[src/rtl/multi_monitor.sv]
// ============================================================================
// Module   : multi_monitor
// Brief    : Per-segment IoT device counters (wrap/saturate), threshold alarm,
//            sticky overflow and a registered aggregate total.
//            Optional: MULTI_MONITOR_PEAK_EN adds per-channel peak tracking.
// Revision : 1.0 - initial release
// ============================================================================
`default_nettype none

module multi_monitor #(
    parameter int WIDTH       = 8,
    parameter int CHANNELS    = 4,
    parameter int SATURATE    = 0,
    parameter int ALARM_LEVEL = 200
) (
    input  logic                              clk,
    input  logic                              rst_n,
    input  logic [CHANNELS-1:0]               change,
    input  logic [CHANNELS-1:0]               on_off,
    input  logic [CHANNELS-1:0]               clear,
    output logic [CHANNELS*WIDTH-1:0]         counter_out,
    output logic [WIDTH+$clog2(CHANNELS):0]   total_out,
    output logic [CHANNELS-1:0]               alarm,
    output logic [CHANNELS-1:0]               overflow
`ifdef MULTI_MONITOR_PEAK_EN
    ,
    output logic [CHANNELS*WIDTH-1:0]         peak_out
`endif
);

    localparam int               c_total_w     = WIDTH + $clog2(CHANNELS) + 1;
    localparam logic [WIDTH-1:0] c_count_max   = '1;
    localparam logic [WIDTH-1:0] c_alarm_level = WIDTH'(ALARM_LEVEL);

    logic [c_total_w-1:0] w_sum;
    logic [c_total_w-1:0] r_total;

    for (genvar i = 0; i < CHANNELS; i++) begin : g_chan
        logic [WIDTH-1:0] r_count;
        logic [WIDTH-1:0] w_count_next;
        logic             r_ovf;
        logic             w_ovf_next;
        logic             r_alarm;

        // Priority: clear, then hold, then the up/down step with boundary handling.
        always_comb begin
            w_count_next = r_count;
            w_ovf_next   = r_ovf;
            if (clear[i]) begin
                w_count_next = '0;
                w_ovf_next   = 1'b0;
            end else if (change[i]) begin
                if (on_off[i]) begin
                    if (r_count == c_count_max) begin
                        w_ovf_next   = 1'b1;
                        w_count_next = (SATURATE != 0) ? r_count : '0;
                    end else begin
                        w_count_next = r_count + 1'b1;
                    end
                end else begin
                    if (r_count == '0) begin
                        w_ovf_next   = 1'b1;
                        w_count_next = (SATURATE != 0) ? r_count : c_count_max;
                    end else begin
                        w_count_next = r_count - 1'b1;
                    end
                end
            end
        end

        // Alarm is evaluated on the next count so it lines up with counter_out.
        always_ff @(posedge clk or negedge rst_n) begin
            if (!rst_n) begin
                r_count <= '0;
                r_ovf   <= 1'b0;
                r_alarm <= 1'b0;
            end else begin
                r_count <= w_count_next;
                r_ovf   <= w_ovf_next;
                r_alarm <= (w_count_next >= c_alarm_level);
            end
        end

        assign counter_out[i*WIDTH +: WIDTH] = r_count;
        assign overflow[i]                   = r_ovf;
        assign alarm[i]                      = r_alarm;

`ifdef MULTI_MONITOR_PEAK_EN
        logic [WIDTH-1:0] r_peak;
        logic [WIDTH-1:0] w_peak_next;

        always_comb begin
            w_peak_next = r_peak;
            if (clear[i]) begin
                w_peak_next = '0;
            end else if (w_count_next > r_peak) begin
                w_peak_next = w_count_next;
            end
        end

        always_ff @(posedge clk or negedge rst_n) begin
            if (!rst_n) begin
                r_peak <= '0;
            end else begin
                r_peak <= w_peak_next;
            end
        end

        assign peak_out[i*WIDTH +: WIDTH] = r_peak;
`endif
    end

    // Sum of the registered counts; total therefore trails the counters by one cycle.
    always_comb begin
        w_sum = '0;
        for (int k = 0; k < CHANNELS; k++) begin
            w_sum = w_sum + c_total_w'(counter_out[k*WIDTH +: WIDTH]);
        end
    end

    always_ff @(posedge clk or negedge rst_n) begin
        if (!rst_n) begin
            r_total <= '0;
        end else begin
            r_total <= w_sum;
        end
    end

    assign total_out = r_total;

endmodule

`default_nettype wire

[config.mk]
export PLATFORM = sky130hd
export DESIGN_NAME = multi_monitor
export DESIGN_NICKNAME = d
export VERILOG_FILES = /design/src/rtl/multi_monitor.sv
export SDC_FILE = /design/constraint.sdc
export NUM_CORES = 1
export LEC_CHECK = 0
export ABC_AREA = 1
export BUFFER_PORTS_ARGS = -buffer_cell sky130_fd_sc_hd__buf_2
export CAP_MARGIN = 25
export CORE_MARGIN = 5
export CORE_UTILIZATION = 59
export CTS_CLUSTER_SIZE = 12
export DETAILED_ROUTE_END_ITERATION = 8
export GPL_ROUTABILITY_DRIVEN = 0
export PLACE_DENSITY = 0.82
export SLEW_MARGIN = 5
export SYNTH_ARGS = -nofsm -noshare
export SYNTH_HDL_FRONTEND = slang
export SYNTH_SLANG_ARGS = --single-unit
[constraint.sdc]
create_clock -name clk -period 3.95 [get_ports clk]
set_clock_uncertainty 0.15 [all_clocks]
set_input_delay 0.5925 -clock clk [delete_from_list [all_inputs] [get_ports clk]]
set_output_delay 0.5925 -clock clk [all_outputs]
set_load 0.02 [all_outputs]
# Yosys cells after proc, flatten, opt, wreduce, memory -nomap -nowiden
# Cells that the tools add are included.
totals:
  reg_bits: 51
  in_bits: 14
  elab_cells: 92
op_classes:
  add_sub_neg: 11
  magnitude_cmp: 4
  n_eq_ne: 8
  muxes: 40
  reduce_logical: 16
ops:
  columns: ["cell", "count"]
  rows:
  - ["2-to-1 mux 8 bit", 20]
  - ["adder 8 x 1 -> 8 bit, second input constant", 4]
  - ["== test 8 bit, second input constant", 4]
  - ["greater-or-equal comparator 8 bit, second input constant", 4]
  - ["logical NOT 8 bit", 4]
  - ["subtractor 8 x 1 -> 8 bit, second input constant", 4]
  - ["2-to-1 mux 1 bit", 20]
  - ["!= test 3 x 1 -> 1 bit, second input constant", 4]
  - ["AND reduction 3 bit", 4]
  - ["nonzero test 3 bit", 4]
  - ["adder 10 x 8 -> 11 bit", 1]
  - ["adder 9 x 8 -> 10 bit", 1]
  - ["adder 8 x 8 -> 9 bit", 1]
  - ["nonzero test 2 bit", 4]

# Logic depth before layout (Yosys ltp)
# Gate-level depths: netlist (run 1).
depth:
  depth_word: 6
  mapped_depth: 14

# Least setup slack after synthesis (run 1)
# Ideal clock, no wire load.
synth_path:
  path_kind: "reg-to-reg"
  startpoint: "register g_chan[1].r_count[1]"
  endpoint: "register r_total[9], in the netlist total_out[9]"
  setup_time_ps: 123
  arrival_ps: 2936
  setup_slack_ps: 741
  path_stages_with_launch: 15
  period_less_slack_ps: 3209
  path_cell_list: "dfrtp_1 -> inv_1 -> fa_1 -> inv_1 -> fa_1 -> ha_1 -> fa_1 -> nand3_1 -> nand2_1 -> nand2_1 -> nand2_1 -> a21oi_1 -> nor2_1 -> o21ai_0 -> nand2_1"
synth_via:
  elab_chain_cells: 3
synth_lines:
  columns: ["item", "line", "source"]
  rows:
  - ["start: declaration", "39", "logic [WIDTH-1:0] r_count;"]
  - ["start signal: assignment", "78", "r_count <= w_count_next;"]
  - ["adder 8 x 8 -> 9 bit", "117", "w_sum = w_sum + c_total_w'(counter_out[k*WIDTH +: WIDTH]);"]
  - ["adder 9 x 8 -> 10 bit", "117", null]
  - ["adder 10 x 8 -> 11 bit", "117", null]
  - ["named net w_sum[9]", "35", "logic [c_total_w-1:0] w_sum;"]
  - ["end signal: assignment", "125", "r_total <= w_sum;"]
  - ["end: declaration", "36", "logic [c_total_w-1:0] r_total;"]
# The timed path passes the listed nets, and every way through them passes these cells.
# A chain may end at the register's enable or synchronous reset.

# Final worst setup path (run 1)
# Same ends and word-level chain as after synthesis.

==> results of run 1 <==
-- cells by family after synthesis --
kind of cell               after synthesis  share of synthesized area [%]
DFF                                     50                           28.3
xor gates and xnor gates                11                           2.18
and+or+nand+nor                        337                           32.8
other                                    1                         0.0848
AOI/OAI and AO/OA                       85                           11.0
adders and majority gates               37                           13.2
buffers and inverters                  129                           12.5
-- how the worst max path moves through the flow --
| stage | slack, ns | cells past startpoint | endpoint | startpoint |
|---|---|---|---|---|
| final | 0.62 | 14 | total_out[9] | g_chan[1].r_count[1] |
| after global routing | 0.33 | 14 | total_out[9] | g_chan[1].r_count[1] |
| after floorplan | 0.74 | 14 | total_out[9] | g_chan[1].r_count[1] |
| after detailed placement | 0.65 | 14 | total_out[9] | g_chan[1].r_count[1] |
| after global placement | 0.76 | 14 | total_out[9] | g_chan[1].r_count[1] |
| after CTS | 0.63 | 14 | total_out[9] | g_chan[1].r_count[1] |
-- synthesized netlist by cell type --
master	n
buf_1	1
or2_2	2
conb_1	1
nor2_4	5
xnor2_1	2
clkinv_1	1
nand2_1	177
a21oi_2	3
nand2_2	5
nand3b_1	1
buf_6	2
o21ai_1	2
o21bai_1	2
xor2_1	9
clkbuf_2	1
a311oi_1	1
o21ai_0	31
nand3_2	2
a21oi_1	33
nor2_2	11
nor3_1	1
a211oi_1	6
buf_4	12
or2_1	1
nand4_1	4
ha_1	21
clkbuf_1	4
a31oi_1	2
buf_2	6
inv_1	100
inv_2	2
a21oi_4	1
o211ai_1	4
nor2_1	70
nand3_1	58
dfrtp_1	50
fa_1	16
-- metal layers --
layer  wire length, um  vias up
li1                  -     2118
met1              4530     1919
met2              4960      205
met3               972       29
met4               336        0
met5                 0        -
-- critical path, delay by kind of cell, from the launching register on --
kind / cells / cell delay (ns)
flops: 1 / 0.47
simple gates: 6 / 0.43
compound gates: 2 / 0.33
fa+ha+maj: 4 / 1.65
buf+inv: 2 / 0.19
-- power by group through the flow --
stage / clock (mW) / sequential [mW] / combinational, mW
floorplan: 0 / 0.745 / 0.477
global placement: 0 / 0.673 / 0.731
detailed placement: 0 / 0.677 / 0.752
CTS: 0.298 / 0.667 / 0.755
global route: 0.319 / 0.681 / 0.852
finish: 0.289 / 0.667 / 0.754
-- sequential cells by signal, indices dropped and copies added (netlist names) --
register	cells
total_out	10
g_chan.r_ovf	4
g_chan.r_alarm	4
g_chan.r_count	32
-- cell type report --
type	count	area, um^2
Multi-Input combinational cell	471	2620
Fill cell	673	2510
Sequential cell	50	1250
Inverter	103	387
Timing Repair Buffer	64	323
Tap cell	99	124
Clock buffer	5	68.8
Clock inverter	2	10.0
==> qor.yml, run 1 <==
run_status:
  status: "finished clean"
cells_and_area:
  areaGrowthSynthToFinish_pct: 8.12
  final_cell_mix: "nand2_1, inv_1, nor2_1"
  antenna_cells: 0
  final_cell_count_no_fill: 794
  fin_area_mm2: 0.00478
  final_common_cell: "nand2_1"
  utilization_pct: 65.6
  final_nets: 746
  drive_above_1_share_pct: 14.7
clocking:
  clock_path_buffers: 2
  clkTransAtPathRegs_ns: 0.09
  cts_resized: 0
  root_buffer: "clkbuf_8"
  cts_hold_buf: 0
  htree_levels: 2
  post-cts-setup-buffer-count: 0
  cts_tree: "done"
  clk-insertion-delay-late_ns: 0.31
  cts_buffers: 5
  cts.sink_count: 50
global_routing:
  antenna_found_initial: 0
  grt_use_met3_pct: 6.20
  grt-ovfl-total: 0
  grt_max_degree: 27
  use_met1_pct: 32.0
  grtUsageTotal_pct: 24.5
  use_met2_pct: 39.2
  grt_pass1_vias: 3963
  gr-max-usage-layer: "met2"
  grt_pass1_wl_um: 18000
timing:
  tns_ns: 0
  setup_viol: 0
  final.period_utilization_pct: 84.3
  fmax_mhz: 300
  grt_setup_unrepaired: "false"
  fin_ws_ns: 0.619
  finalMaxSlewViolations: 0
  tightest_slew_ns: 0.587
  whs_ns: 0.130
  min_period_ns: 3.33
  finalHoldViolCount: 0
  slew_headroom_pct: 60.9
place:
  hpwl_um: 8440
  io_buffers: 63
  placed_cells: 787
  pre_cts_slack_ns: 0.648
  placed_area_mm2: 0.00470
setup_path:
  critPathRequiredTime_ns: 3.99
  slowest_delay_ns: 0.52
  crit_fanout: 7
  worstPathCellList: "inv_1, fa_1, inv_1, fa_1, ha_1, fa_1, nand3_1, nand2_1, nand2_1, nand2_1, a21oi_1, nor2_1, o21ai_0, nand2_1"
  reg2reg_slack_ns: 0.62
  crit_path_end_kind: "flop"
  arrival_ns: 3.37
  crit_type: "reg -> reg"
  reg2regPathDepth: 14
  crit_top_cell: "nand2_1"
  crit_slowest_cell: "fa_1"
  timing.rr.start: "g_chan[1].r_count[1]"
  critPathLaunchType: "flop"
  reg2reg_to: "total_out[9]"
pwr:
  p_int_mw: 0.975
  p_per_area_mw_per_mm2: 358
  p_leak_nw: 2.68
  swShare_pct: 43.0
  ir_worst_vdd_mv: 0.160
  combPwrFrac_pct: 44.1
  p_sw_mw: 0.736
  clkPwrFrac_pct: 16.9
  power_frac_seq_pct: 39.0
  total_power_mw: 1.71
synthesis:
  synth.largest_area_cell: "dfrtp_1"
  ys_warn_count: 0
  synth_top_area_share_pct: 28.3
  synth_seq_area_share_pct: 28.3
  syn_nets: 701
  syn_area_mm2: 0.00442
  synth_area_leaders: "dfrtp_1, nand2_1, inv_1"
  ys_seq_elements: 50
  synthCells: 650
  ys_types: 37
  syn_avg_cell_area_um2: 6.80
route:
  first_pass_iters: 5
  drcViolationCount: 0
  drt-total-wl_um: 10800
  avgRoutedWirePerCell_um: 13.6
  vias: 4271
  viasPerCell: 5.38
  drtAntennaViolNets: 0
  drtIter0Drc: 268
job:
  maxCapViolCount: 0
floorplanning:
  core_mm2: 0.00729
  start_util_pct: 60.6
  fp-row-count: 31
  die_h_um: 96.6
  die-area_mm2: 0.00933
  num_io_pins: 65
  die-width_um: 96.6
worst_hold_path:
  min_path_type: "in -> async"
Power figures use the tool's default switching activity.
==> inputs of run 2 (changes only) <==
==> constraint.sdc (replaced) <==
create_clock -name clk -period 3.3 [get_ports clk]
set_clock_uncertainty 0.15 [all_clocks]
set_input_delay 0.495 -clock clk [delete_from_list [all_inputs] [get_ports clk]]
set_output_delay 0.495 -clock clk [all_outputs]
set_load 0.02 [all_outputs]
==> qor.yml, run 2 (synthesized netlist as in run 1, its figures left out) <==
route:
  drcViolationCount: 0
  viasPerCell: 5.38
  drtIter0Drc: 293
  first_pass_iters: 5
  drtAntennaViolNets: 0
  vias: 4367
  drt-total-wl_um: 11200
  avgRoutedWirePerCell_um: 13.9
clocking:
  root_buffer: "clkbuf_8"
  htree_levels: 2
  cts_tree: "done"
  cts_hold_buf: 0
  cts_buffers: 5
  clkTransAtPathRegs_ns: 0.10
  cts.sink_count: 50
  clk-insertion-delay-late_ns: 0.31
  clock_path_buffers: 2
cells_and_area:
  final_nets: 762
  antenna_cells: 0
  top_register: "g_chan.r_count"
  final_common_cell: "nand2_1"
  nFillCells: 661
  final_cell_count_no_fill: 811
  areaGrowthSynthToFinish_pct: 11.4
  fin_area_mm2: 0.00492
  final_cell_mix: "nand2_1, inv_1, nor2_1"
  drive_above_1_share_pct: 17.1
  largest_register_ffs: 32
setup_path:
  timing.rr.start: "g_chan[0].r_count[1]"
  reg2reg_to: "total_out[9]"
  crit_path_end_kind: "flop"
  critPathRequiredTime_ns: 3.34
  crit_fanout: 4
  critPathLaunchType: "flop"
  reg2regPathDepth: 14
  arrival_ns: 3.14
  crit_type: "reg -> reg"
  reg2reg_slack_ns: 0.20
global_routing:
  grt-ovfl-total: 0
  grt_pass1_wl_um: 19100
  grt_max_degree: 26
  grt_pass1_vias: 4086
  grtUsageTotal_pct: 26.0
  antenna_found_initial: 0
place:
  pre_cts_slack_ns: 0.0912
  placed_area_mm2: 0.00481
  io_buffers: 63
  placed_cells: 802
  hpwl_um: 8880
pwr:
  clkPwrFrac_pct: 17.9
  p_int_mw: 1.22
  ir_worst_vdd_mv: 0.256
  swShare_pct: 42.6
  p_sw_mw: 0.905
  combPwrFrac_pct: 45.8
  p_per_area_mw_per_mm2: 431
  total_power_mw: 2.12
  p_leak_nw: 2.77
  power_frac_seq_pct: 36.3
timing:
  min_period_ns: 3.10
  finalHoldViolCount: 0
  whs_ns: 0.0313
  final.period_utilization_pct: 93.9
  finalMaxSlewViolations: 0
  slew_headroom_pct: 60.1
  fin_ws_ns: 0.202
  tightest_slew_ns: 0.599
  setup_viol: 0
  fmax_mhz: 323
floorplanning:
  die-area_mm2: 0.00933
  die_h_um: 96.6
  die-width_um: 96.6
  core_mm2: 0.00729
  fp-row-count: 31
  start_util_pct: 60.6
  num_io_pins: 65
run_status:
  status: "finished clean"
job:
  maxCapViolCount: 0
worst_hold_path:
  min_path_type: "in -> async"
## run 2: changes by cell type in the layout (fill, tap and decap cells not counted), sizes merged
cell and delta:
buf +16, clkbuf +1, clkinv -1, clkinvlp +1
## run 2: worst max-delay path by stage
| stage | from | end | slack [ns] | cells past startpoint |
|---|---|---|---|---|
| CTS | g_chan[0].r_count[1] | total_out[9] | 0.06 | 14 |
| floorplan | g_chan[1].r_count[1] | total_out[9] | 0.09 | 14 |
| global placement | g_chan[0].r_count[1] | total_out[9] | 0.21 | 14 |
| global route | g_chan[0].r_count[1] | total_out[9] | -0.005 | 14 |
| finish | g_chan[0].r_count[1] | total_out[9] | 0.20 | 14 |
| detailed placement | g_chan[0].r_count[1] | total_out[9] | 0.09 | 14 |
## run 2: what timing repair did
| action | 4_1_cts | 5_1_grt |
|---|---|---|
| setup buffers | 0 | 1 |
| resized for setup | 0 | 4 |
| endpoints found under the setup margin | 0 | 2 |
| endpoints found under the hold margin | 0 | 0 |
## run 2: critical path, cell delays in order (launching register included)
cell,delay [ns]
dfrtp_1,0.36
inv_1,0.10
fa_1,0.55
inv_1,0.06
fa_1,0.45
ha_1,0.24
fa_2,0.36
nand3_1,0.09
nand2_1,0.08
nand2_1,0.07
nand2_1,0.06
a21oi_2,0.17
nor2_1,0.06
o21ai_1,0.13
nand2_1,0.06
## run 2: per-layer routing
layer,up-vias,part of all wire (%),track usage [%]
met2,206,48,43.7
met4,0,1.8,6.89
met3,23,8.3,4.34
met5,-,0,0
li1,2140,-,-
met1,1998,42,34.7
## run 2: area by class of cell
| cell class | count | area [um^2] | share of cell area (%) |
|---|---|---|---|
| Inverter | 103 | 387 | 7.85 |
| Tap cell | 99 | 124 | 2.52 |
| Timing Repair Buffer | 80 | 443 | 8.99 |
| Multi-Input combinational cell | 471 | 2620 | 53.3 |
| Clock buffer | 6 | 82.6 | 1.68 |
| Sequential cell | 50 | 1250 | 25.4 |
| Clock inverter | 2 | 12.5 | 0.254 |
## run 2: power by group through the flow
stage | registers [mW] | logic, mW | clock network [mW]
3_5_place_dp | 0.783 | 0.962 | 0
2_1_floorplan | 0.892 | 0.571 | 0
4_1_cts | 0.770 | 0.965 | 0.384
3_3_place_gp | 0.780 | 0.923 | 0
5_1_grt | 0.787 | 1.09 | 0.410
6_report | 0.771 | 0.973 | 0.380
## run 2: through the flow
step | util (%) | setup TNS [ns]
6_report | 67.5 | 0
5_1_grt | 67.5 | -0.00533
4_1_cts | 67.3 | 0
3_5_place_dp | 66.0 | 0
3_3_place_gp | 66.0 | 0
2_1_floorplan | - | 0
==> inputs of run 3 (changes only) <==
--- a/config.mk
+++ b/config.mk
@@ -8,6 +8,7 @@
 export ABC_AREA = 1
 export BUFFER_PORTS_ARGS = -buffer_cell sky130_fd_sc_hd__buf_2
 export CAP_MARGIN = 25
+export CORE_ASPECT_RATIO = 0.7
 export CORE_MARGIN = 5
 export CORE_UTILIZATION = 59
 export CTS_CLUSTER_SIZE = 12
==> qor.yml, run 3 (synthesized netlist as in run 1, its figures left out) <==
pwr:
  p_leak_nw: 2.74
  p_per_area_mw_per_mm2: 430
  ir_worst_vdd_mv: 0.341
  combPwrFrac_pct: 46.8
  clkPwrFrac_pct: 16.3
  p_int_mw: 1.20
  power_frac_seq_pct: 36.9
  p_sw_mw: 0.905
  swShare_pct: 43.1
route:
  avgRoutedWirePerCell_um: 14.6
  viasPerCell: 5.52
  drtIter0Drc: 282
  vias: 4447
  drt-total-wl_um: 11800
  drcViolationCount: 0
  drtAntennaViolNets: 0
  first_pass_iters: 5
cells_and_area:
  final_nets: 759
  utilization_pct: 67.0
  nFillCells: 642
  drive_above_1_share_pct: 16.5
  top_register: "g_chan.r_count"
  areaGrowthSynthToFinish_pct: 10.5
  final_common_cell: "nand2_1"
  final_cell_mix: "nand2_1, inv_1, nor2_1"
  largest_register_ffs: 32
  antenna_cells: 0
timing:
  finalMaxSlewViolations: 0
  slew_headroom_pct: 56.8
  tns_ns: 0
  min_period_ns: 3.14
  finalHoldViolCount: 0
  grt_setup_unrepaired: "false"
  final.period_utilization_pct: 95.1
  whs_ns: 0.147
  tightest_slew_ns: 0.648
  setup_viol: 0
  fmax_mhz: 319
setup_path:
  crit_slowest_cell: "fa_1"
  worstPathCellList: "inv_1, fa_1, inv_1, fa_1, ha_2, fa_2, nand3_1, nand2_1, nand2_1, nand2_1, a21oi_2, nor2_1, o21ai_0, nand2_1"
  crit_top_cell: "nand2_1"
  critPathLaunchType: "flop"
  arrival_ns: 3.18
  crit_path_end_kind: "flop"
  slowest_delay_ns: 0.55
  crit_fanout: 4
  critPathRequiredTime_ns: 3.34
  crit_type: "reg -> reg"
clocking:
  htree_levels: 2
  clk-insertion-delay-late_ns: 0.30
  post-cts-setup-buffer-count: 0
  clock_path_buffers: 2
  cts_tree: "done"
  root_buffer: "clkbuf_8"
  cts.sink_count: 50
  clkTransAtPathRegs_ns: 0.09
  cts_buffers: 5
global_routing:
  grt_pass1_wl_um: 19900
  grt-ovfl-total: 0
  grt_pass1_vias: 4151
  grt_max_degree: 51
  grtUsageTotal_pct: 26.6
  antenna_found_initial: 0
floorplanning:
  fp-row-count: 26
  die_h_um: 82.4
  start_util_pct: 60.7
  die-width_um: 113
  core_mm2: 0.00729
  num_io_pins: 65
  die-area_mm2: 0.00935
run_status:
  status: "finished clean"
job:
  maxCapViolCount: 0
place:
  hpwl_um: 9150
  io_buffers: 63
worst_hold_path:
  min_path_type: "in -> async"
run 3: final timing paths:
check | from | endpoint | slack [ns] | cells after the start
min in group clk | clear[3] | g_chan[3].r_ovf | 0.31 | 2
worst min register to register | g_chan[0].r_ovf | g_chan[0].r_ovf | 0.35 | 2
worst max-delay path | g_chan[0].r_count[1] | total_out[9] | 0.16 | 14
max in group asynchronous | rst_n | g_chan[0].r_count[4] | 2.38 | 2
worst max register to register | g_chan[0].r_count[1] | total_out[9] | 0.16 | 14
worst min-delay path | rst_n | g_chan[3].r_count[5] | 0.15 | 2
run 3: layout make-up:
cell class / count / area, um^2 / share of cell area (%)
inverter: 103 / 387 / 7.91
sequential: 50 / 1250 / 25.6
multi-input combinational: 471 / 2630 / 53.8
clock buffer: 7 / 76.3 / 1.56
tap: 98 / 123 / 2.51
timing repair buffer: 77 / 420 / 8.61
run 3: stage by stage:
stage	cells	power [mW]	worst slack, ns	cell area [um^2]
2_1_floorplan	650	1.46	0.0908	4420
3_3_place_gp	799	1.70	0.217	4800
3_5_place_dp	799	1.75	0.0680	4800
4_1_cts	806	2.09	0.0515	4870
5_1_grt	806	2.27	0.0241	4880
6_report	806	2.10	0.162	4880
run 3: power by group through the flow:
stage	Combinational [mW]	Sequential [mW]	Clock, mW
floorplan	0.571	0.892	0
global placement	0.920	0.783	0
detailed placement	0.963	0.787	0
CTS	0.968	0.774	0.351
global route	1.10	0.790	0.378
finish	0.983	0.776	0.342
run 3: metal layers:
| metal | GRT usage, % | up-vias | share of wire (%) |
|---|---|---|---|
| li1 | - | 2131 | - |
| met1 | 37.8 | 2017 | 43 |
| met2 | 43.4 | 275 | 45 |
| met3 | 4.44 | 24 | 11 |
| met4 | 5.76 | 0 | 1.3 |
| met5 | 0 | - | 0 |
run 3: critical path: cells and delay by family, from the launching register on:
family          cells  cell delay [ns]
compound gates      2             0.30
fa+ha+maj           4             1.61
buf+inv             2             0.16
flops               1             0.36
simple gates        6             0.45
run 3: repair_timing:
action	in CTS	in global routing
hold buffers	0	0
gates resized for setup	0	4
setup endpoints to repair	0	1
